File: config.mk
export PLATFORM = sky130hd
export DESIGN_NAME = branch_predict_unit
export DESIGN_NICKNAME = d
export VERILOG_FILES = /design/src/rtl/branch_pkg.sv /design/src/rtl/sat_counter2.sv /design/src/rtl/branch_predict_unit.sv
export SDC_FILE = /design/constraint.sdc
export NUM_CORES = 1
export LEC_CHECK = 0
export ABC_CLOCK_PERIOD_IN_PS = 9900
export CORE_MARGIN = 1.5
export CORE_UTILIZATION = 50
export DETAILED_ROUTE_END_ITERATION = 6
export PLACE_DENSITY = 0.75
export SLEW_MARGIN = 20
export SYNTH_ARGS = -nofsm -noshare
export SYNTH_HDL_FRONTEND = slang
export SYNTH_SLANG_ARGS = --single-unit
File: constraint.sdc
create_clock -name clk -period 9.9 [get_ports clk]
set_clock_uncertainty 0.05 [all_clocks]
set_input_delay 1.98 -clock clk [delete_from_list [all_inputs] [get_ports clk]]
set_output_delay 1.98 -clock clk [all_outputs]
set_load 0.005 [all_outputs]
File: src/rtl/branch_pkg.sv
// Shared encodings and constants for the branch predict unit.
package branch_pkg;

    localparam int unsigned CTR_W = 2;

    // EX-stage condition codes
    typedef enum logic [2:0] {
        COND_NONE = 3'b000,
        COND_EQ   = 3'b001,
        COND_NE   = 3'b010,
        COND_LT   = 3'b011,
        COND_GE   = 3'b100,
        COND_LE   = 3'b101,
        COND_JAL  = 3'b110,
        COND_RSVD = 3'b111
    } cond_e;

    // 2-bit saturating counter states
    localparam logic [CTR_W-1:0] CTR_STRONG_NT = 2'b00;
    localparam logic [CTR_W-1:0] CTR_WEAK_NT   = 2'b01;
    localparam logic [CTR_W-1:0] CTR_WEAK_T    = 2'b10;
    localparam logic [CTR_W-1:0] CTR_STRONG_T  = 2'b11;

    // True for the conditional branch codes that train the BHT (eq..le)
    function automatic logic is_cond_branch(input logic [2:0] cond);
        return (cond >= 3'(COND_EQ)) && (cond <= 3'(COND_LE));
    endfunction

endpackage

File: src/rtl/sat_counter2.sv
// Next-state function of a 2-bit saturating taken/not-taken counter.
module sat_counter2
    import branch_pkg::*;
(
    input  logic [CTR_W-1:0] cur_i,
    input  logic             taken_i,
    output logic [CTR_W-1:0] ctr_next_c
);

    // Step toward the resolved direction, holding at either end
    always_comb begin
        ctr_next_c = cur_i;
        if (taken_i) begin
            if (cur_i != CTR_STRONG_T) ctr_next_c = cur_i + CTR_W'(1);
        end else begin
            if (cur_i != CTR_STRONG_NT) ctr_next_c = cur_i - CTR_W'(1);
        end
    end

endmodule

File: src/rtl/branch_predict_unit.sv
// Branch resolution unit with a 2-bit saturating BHT and registered
// flush/redirect. Optional statistics counters: define BRANCH_STATS_EN.
module branch_predict_unit
    import branch_pkg::*;
#(
    parameter int unsigned      XLEN      = 32,
    parameter int unsigned      BHT_DEPTH = 64,
    parameter logic [CTR_W-1:0] CTR_INIT  = CTR_WEAK_NT
) (
    input  logic            clk,
    input  logic            rst,
    input  logic [XLEN-1:0] if_pc,
    output logic            if_pred_taken,
    input  logic            ex_valid,
    input  logic [XLEN-1:0] ex_pc,
    input  logic [2:0]      ex_cond,
    input  logic            ex_zero,
    input  logic            ex_less,
    input  logic            ex_pred_taken,
    input  logic [XLEN-1:0] ex_target,
    output logic            ex_taken,
    output logic            flush,
    output logic [XLEN-1:0] redirect_pc
`ifdef BRANCH_STATS_EN
    ,
    output logic [31:0]     stat_branches,
    output logic [31:0]     stat_mispredicts
`endif
);

    localparam int unsigned IDX = $clog2(BHT_DEPTH);

    logic [CTR_W-1:0] bht_q [BHT_DEPTH];
    logic [IDX-1:0]   if_idx;
    logic [IDX-1:0]   ex_idx;
    logic [CTR_W-1:0] ctr_upd;
    logic             active;
    logic             bht_we;
    logic             mispredict;
    logic             flush_q;
    logic             flush_d;
    logic [XLEN-1:0]  redirect_q;
    logic [XLEN-1:0]  redirect_d;
    logic             unused_pc_bits;

    assign if_idx = if_pc[IDX+1:2];
    assign ex_idx = ex_pc[IDX+1:2];
    assign unused_pc_bits = ^{if_pc[XLEN-1:IDX+2], if_pc[1:0], ex_pc[1:0]};

    // Fetch prediction reads the pre-update counter
    assign if_pred_taken = bht_q[if_idx][CTR_W-1];

    // Resolve branch outcome from ALU flags
    always_comb begin
        ex_taken = 1'b0;
        case (ex_cond)
            COND_EQ:  ex_taken = ex_zero;
            COND_NE:  ex_taken = ~ex_zero;
            COND_LT:  ex_taken = ex_less;
            COND_GE:  ex_taken = ex_zero | ~ex_less;
            COND_LE:  ex_taken = ex_zero | ex_less;
            COND_JAL: ex_taken = 1'b1;
            default:  ex_taken = 1'b0;
        endcase
    end

    // The slot right after a flush is wrong-path and must be ignored
    assign active     = ex_valid & ~flush_q & (ex_cond != COND_NONE) & (ex_cond != COND_RSVD);
    assign bht_we     = active & is_cond_branch(ex_cond);
    assign mispredict = active & (ex_taken != ex_pred_taken);

    sat_counter2 u_ctr (
        .cur_i      (bht_q[ex_idx]),
        .taken_i    (ex_taken),
        .ctr_next_c (ctr_upd)
    );

    // Next flush/redirect; redirect holds when there is no mispredict
    always_comb begin
        flush_d    = mispredict;
        redirect_d = redirect_q;
        if (mispredict) redirect_d = ex_taken ? ex_target : ex_pc + XLEN'(4);
    end

    // BHT and flush/redirect state
    always_ff @(posedge clk) begin
        if (rst) begin
            for (int unsigned i = 0; i < BHT_DEPTH; i++) bht_q[i] <= CTR_INIT;
            flush_q    <= 1'b0;
            redirect_q <= '0;
        end else begin
            if (bht_we) bht_q[ex_idx] <= ctr_upd;
            flush_q    <= flush_d;
            redirect_q <= redirect_d;
        end
    end

    assign flush       = flush_q;
    assign redirect_pc = redirect_q;

`ifdef BRANCH_STATS_EN
    logic [31:0] stat_br_q;
    logic [31:0] stat_mis_q;

    // Free-running wrap-around event counters
    always_ff @(posedge clk) begin
        if (rst) begin
            stat_br_q  <= '0;
            stat_mis_q <= '0;
        end else begin
            if (bht_we)     stat_br_q  <= stat_br_q + 32'(1);
            if (mispredict) stat_mis_q <= stat_mis_q + 32'(1);
        end
    end

    assign stat_branches    = stat_br_q;
    assign stat_mispredicts = stat_mis_q;
`endif

endmodule

==> metrics.yaml, run 1 <==
status: "completed"
routed_via_density: 6.63
powerDensity_mw_per_mm2: 152
dp_hpwl_um: 18000
drtAntennaViolNets: 0
postCtsSetupBuffers: 0
antenna_found_initial: 1
synth_nets: 957
drv_cap: 0
first_pass_iters: 5
ios: 140
syn-instance-count: 851
syn_avg_cell_area_um2: 11.1
fin_util_pct: 59.1
cts_root_buffer: "clkbuf_16"
htree_num_levels: 4
fin_area_mm2: 0.0110
fillers: 1510
worst_slew_pin_slew_ps: 1270
drive_gt1_share_pct: 16.9
drc_errors: 0
critical_path_class: "in -> out"
leakage_uw: 0.00315
worstSkewPairLatency_ps: 430
path_clk_slew_ps: 60
worst_slack_ps: 2820
rsz0062_at_grt: "no"
syn_to_final_growth_pct: 16.5
syn_area_mm2: 0.00942
synth_cell_types: 68
fmax_mhz: 141
period_minus_slack_ps: 7080
synth_warnings: 0
worstHoldPathType: "reg -> reg"
relSlewSlack_pct: 14.8
vias: 7625
ir_drop_mv: 0.110
critPathLaunchType: "input port"
core_area_mm2: 0.0186
cp_data_arrival_time_ps: 5050
hold_viol_final: 0
place_ws_ps: 2910
period_share_pct: 71.5
grt_pass1_vias: 7349
grt_pass1_wl_um: 41900
synth_edf_count: 128
synth.top_cell.area_share_pct: 40.8
fp.dieH_um: 140
dieArea_mm2: 0.0197
ys_seq_elements: 161
grt_max_degree: 65
num-nets-final: 1009
antenna_cells: 0
hold_buffers: 0
cp-end-kind: "output pin"
yosysTopAreaCell: "edfxtp_1"
cts_buffers: 17
cts_tree: "built"
grt-ovfl-total: 0
slew_violations: 0
synthTopCellsByCount: "edfxtp_1 (128), nand3_1 (86), nand2_1 (83)"
place.gp.congestion: 0.895
ys_top_cells_by_area: "edfxtp_1 (41%), dfxtp_1 (7.0%), mux4_2 (6.7%), nor3_2 (6.4%), nand3_1 (4.6%)"
cts_sinks: 161
dominantRegCellSynth: "edfxtp_1"
first_iter_violations: 821
crit_fanout: 16
clk_path_buf_depth: 2
cts_resized: 0
initial_core_util_pct: 50.7
port_buffers: 113
wl_per_cell_um: 24.2
num_rows: 50
dpl-instance-area_mm2: 0.0104
yosysMostFrequentCell: "edfxtp_1"
synth_seq_area_share_pct: 47.8
crit_required_ps: 7870
setup_viol: 0
grt.total_usage_pct: 28.3
finalSetupTns_ps: 0
die_x_um: 140
async_reset_ff_share_pct: 0
wirelength_um: 27800
-- state kept, by name, indices dropped and copies added, names as in the netlist --
signal and cells:
bht_q 128, flush 1, redirect_pc 32
-- logic make-up (layout without fill, tap and decap cells) --
logic type / after synthesis / after routing / share of synthesized area (%)
simple gates: 315 / 315 / 20.0
compound gates: 191 / 191 / 13.5
flops: 161 / 161 / 47.8
buf+inv: 96 / 161 / 5.86
mux: 58 / 58 / 9.96
xor+xnor: 27 / 27 / 2.51
fa+ha+maj: 3 / 3 / 0.372
-- layout by cell type (no fill, tap or decap), drive strengths merged, types with 5 or more instances in the layout --
cell type | netlist | routed
nand4 | 6 | 6
o21ai | 68 | 68
nand2 | 83 | 83
nand3 | 88 | 88
o21a | 8 | 8
clkbuf | 36 | 20
edfxtp | 128 | 128
clkdlybuf4s50 | 0 | 112
nor4 | 6 | 6
a221oi | 16 | 16
clkinvlp | 0 | 5
o22a | 8 | 8
nor3 | 68 | 68
inv | 7 | 9
mux2i | 24 | 24
xnor2 | 13 | 13
a21oi | 30 | 30
mux4 | 28 | 28
mux2 | 6 | 6
a22oi | 6 | 6
buf | 53 | 10
o211ai | 20 | 20
dfxtp | 33 | 33
xor2 | 14 | 14
o22ai | 5 | 5
nand2b | 7 | 7
nor2 | 30 | 30
-- worst paths after layout --
kind | cells after the start | endpoint | start | slack (ps)
min | 2 | redirect_pc[18] | redirect_pc[18] | 400
max | 5 | if_pred_taken | if_pc[3] | 2820
min reg2reg | 2 | redirect_pc[18] | redirect_pc[18] | 400
max reg2reg | 7 | bht_q[0][0] | bht_q[23][1] | 6760
-- through the flow --
step	std cells	power [uW]	hold slack [ps]
detailed placement	1117	1050	396
floorplan	851	962	398
global placement	1117	1040	388
finish	1150	1670	402
global route	1150	1710	415
CTS	1149	1660	404
-- power by group --
| part | switching [uW] | internal [uW] |
|---|---|---|
| logic | 176 | 108 |
| clock network | 279 | 347 |
| registers | 11.5 | 748 |
-- worst max-delay path: stages --
cell and delay [ps]:
clkdlybuf4s50_1 1130, mux4_2 470, mux4_2 480, mux4_2 520
clkdlybuf4s50_1 460
-- routing by layer --
metal  global-route usage [%]  share of wire [%]  up-vias
li1                         -                  -     3359
met1                     37.4                 39     3726
met2                     43.7                 47      428
met3                     6.70                8.7      110
met4                     14.5                5.2        2
met5                        0              0.047        -
-- final cells by class --
cell class / instances / area, um2 / area share [%]
clock inverter: 12 / 111 / 1.01
sequential: 161 / 4500 / 41.0
tap: 234 / 293 / 2.67
clock buffer: 20 / 437 / 3.98
multi-input combinational: 594 / 4400 / 40.0
timing repair buffer: 122 / 1210 / 11.1
inverter: 7 / 26.3 / 0.239
(Power assumes the default switching activity.)
==> run 2: changes to the inputs <==
--- a/config.mk
+++ b/config.mk
@@ -5,11 +5,11 @@
 export SDC_FILE = /design/constraint.sdc
 export NUM_CORES = 1
 export LEC_CHECK = 0
-export ABC_CLOCK_PERIOD_IN_PS = 9900
+export ABC_CLOCK_PERIOD_IN_PS = 6000
 export CORE_MARGIN = 1.5
 export CORE_UTILIZATION = 50
 export DETAILED_ROUTE_END_ITERATION = 6
-export PLACE_DENSITY = 0.75
+export PLACE_DENSITY = 0.77
 export SLEW_MARGIN = 20
 export SYNTH_ARGS = -nofsm -noshare
 export SYNTH_HDL_FRONTEND = slang
==> constraint.sdc (replaced) <==
create_clock -name clk -period 6 [get_ports clk]
set_clock_uncertainty 0.05 [all_clocks]
set_input_delay 1.2 -clock clk [delete_from_list [all_inputs] [get_ports clk]]
set_output_delay 1.2 -clock clk [all_outputs]
set_load 0.005 [all_outputs]
==> metrics.yaml, run 2 (synthesized netlist as in run 1, its figures left out) <==
dieArea_mm2: 0.0197  # unchanged
place.gp.congestion: 0.887  # -0.93%
hold_end: "redirect_pc[18]"
hold_buffers: 0  # unchanged
p_sw_uw: 767  # +64%
die_x_um: 140  # unchanged
final_cells: 1164  # +1.2%
critPathLaunchType: "input port"
fin_area_mm2: 0.0111  # +1.4%
ios: 140  # unchanged
fmax_mhz: 189
vias: 7648  # +0.30%
first_pass_iters: 7  # +2
routed_via_density: 6.57  # -0.90%
rsz0062_at_grt: "no"
cts_buffers: 17  # unchanged
grt_max_degree: 69  # +6.2%
period_minus_slack_ps: 5290
finalSetupTns_ps: 0  # unchanged
r2r_setup_slack_ps: 3000  # -3760 ps
fp.dieH_um: 140  # unchanged
antenna_cells: 0  # unchanged
grt_pass1_vias: 7546  # +2.7%
power_frac_seq_pct: 44.1  # -1.4 points
dp_hpwl_um: 18700  # +4.0%
ir_drop_mv: 0.190  # +73%
hold_path_depth: 2  # unchanged
leakage_uw: 0.00326  # +3.6%
final_cell_mix: "edfxtp_1 (128), clkdlybuf4s50_1 (112), nand3_1 (86), nand2_1 (83), o21ai_0 (66)"
status: "finished with violations"
num_rows: 50  # unchanged
postCtsSetupBuffers: 0  # unchanged
wl_per_cell_um: 24.0  # -0.65%
timing.hold.ws_ps: 403  # +0.303 ps
clk_path_buf_depth: 2  # unchanged
regMostFlops: "bht_q"
crit_required_ps: 4750  # -3120 ps
fin_util_pct: 60.0  # +0.85 points
powerDensity_mw_per_mm2: 255  # +68%
drc_errors: 1  # +1
slew_violations: 0  # unchanged
combPwrFrac_pct: 17.0  # about the same
hold_viol_final: 0  # unchanged
r2r.worst_path.cells: 8  # +1
relSlewSlack_pct: 16.3  # +1.5 points
dpl-instance-area_mm2: 0.0105  # +1.4%
critical_path_class: "in -> out"
worstReg2RegEnd: "bht_q[15][1]"
syn_to_final_growth_pct: 18.2
grt.total_usage_pct: 28.6  # +0.30 points
cts_resized: 0  # unchanged
setup_viol: 0  # unchanged
antenna_found_initial: 0  # -1
drv_cap: 0  # unchanged
drtAntennaViolNets: 0  # unchanged
core_area_mm2: 0.0186  # unchanged
wirelength_um: 27900  # +0.56%
grt_pass1_wl_um: 42400  # +1.0%
sw_frac_of_total_pct: 27.0  # -1.0 points
cts_sinks: 161  # unchanged
pwr-share-clk_pct: 38.9  # +1.4 points
largest_reg_flops: 128  # unchanged
worstHoldPathType: "reg -> reg"
cp-end-kind: "output pin"
regToRegStartpoint: "bht_q[23][0]"
drive_gt1_share_pct: 18.1  # +1.1 points
worstSkewPairLatency_ps: 440  # about the same
num-nets-final: 1024  # +1.5%
final_common_cell: "edfxtp_1"
port_buffers: 113  # unchanged
dp.cells: 1133  # +1.4%
initial_core_util_pct: 50.7  # unchanged
htree_num_levels: 4  # unchanged
crit_fanout: 16  # unchanged
period_share_pct: 88.2
path_clk_slew_ps: 60  # about the same
cts_root_buffer: "clkbuf_16"
cp_data_arrival_time_ps: 4040  # -1010 ps
p_int_uw: 2080  # +73%
violations: "DRC"
first_iter_violations: 936  # +14%
grt-ovfl-total: 0  # unchanged
holdCritStartpoint: "redirect_pc[18]"
cts_tree: "built"
worst_slew_pin_slew_ps: 1250  # -23.2 ps
==> run 2: changes by cell type in the layout (fill, tap and decap cells not counted), sizes merged <==
| cell | delta |
|---|---|
| buf | +15 |
| clkinvlp | -5 |
| clkinv | +4 |
| bufinv | +2 |
| clkbuf | -2 |
==> run 2: stage by stage <==
stage / setup slack (ps) / total power (uW)
2_1_floorplan: 1570 / 1590
3_3_place_gp: 720 / 1740
3_5_place_dp: 704 / 1750
4_1_cts: 707 / 2840
5_1_grt: 626 / 2920
6_report: 708 / 2840
==> run 2: cell type report <==
class / count / area [um2]
fillers: 1499 / 7440
flip-flops and latches: 161 / 4500
multi-input cells: 594 / 4380
repair buffers: 137 / 1340
clock buffers: 18 / 429
well taps: 234 / 293
clock inverters: 13 / 161
inverters: 7 / 26.3
==> run 2: power by group through the flow <==
| stage | logic, uW | registers, uW | clock network [uW] |
|---|---|---|---|
| after floorplan | 315 | 1270 | 0 |
| after CTS | 473 | 1250 | 1110 |
| after detailed placement | 471 | 1280 | 0 |
| after global placement | 466 | 1280 | 0 |
| after global routing | 509 | 1260 | 1150 |
| final | 482 | 1250 | 1110 |
==> run 2: worst max-delay path by stage <==
stage / from / end / cells after the start / slack, ps
after detailed placement: if_pc[2] / if_pred_taken / 6 / 700
after CTS: if_pc[2] / if_pred_taken / 6 / 710
final: if_pc[2] / if_pred_taken / 6 / 710
after floorplan: if_pc[2] / if_pred_taken / 5 / 1570
after global placement: if_pc[2] / if_pred_taken / 6 / 720
after global routing: if_pc[2] / if_pred_taken / 6 / 630
==> run 2: critical path, stage by stage <==
cell,delay (ps)
clkdlybuf4s50_1,460
buf_4,320
mux4_2,560
mux4_2,500
mux4_2,510
clkdlybuf4s50_1,470
==> run 2: per-layer routing <==
layer	GRT usage, %	vias to the layer above	wire, um
li1	-	3394	-
met2	43.9	508	13000
met5	0	-	0
met4	15.6	0	1350
met1	36.6	3631	10600
met3	8.38	115	3030
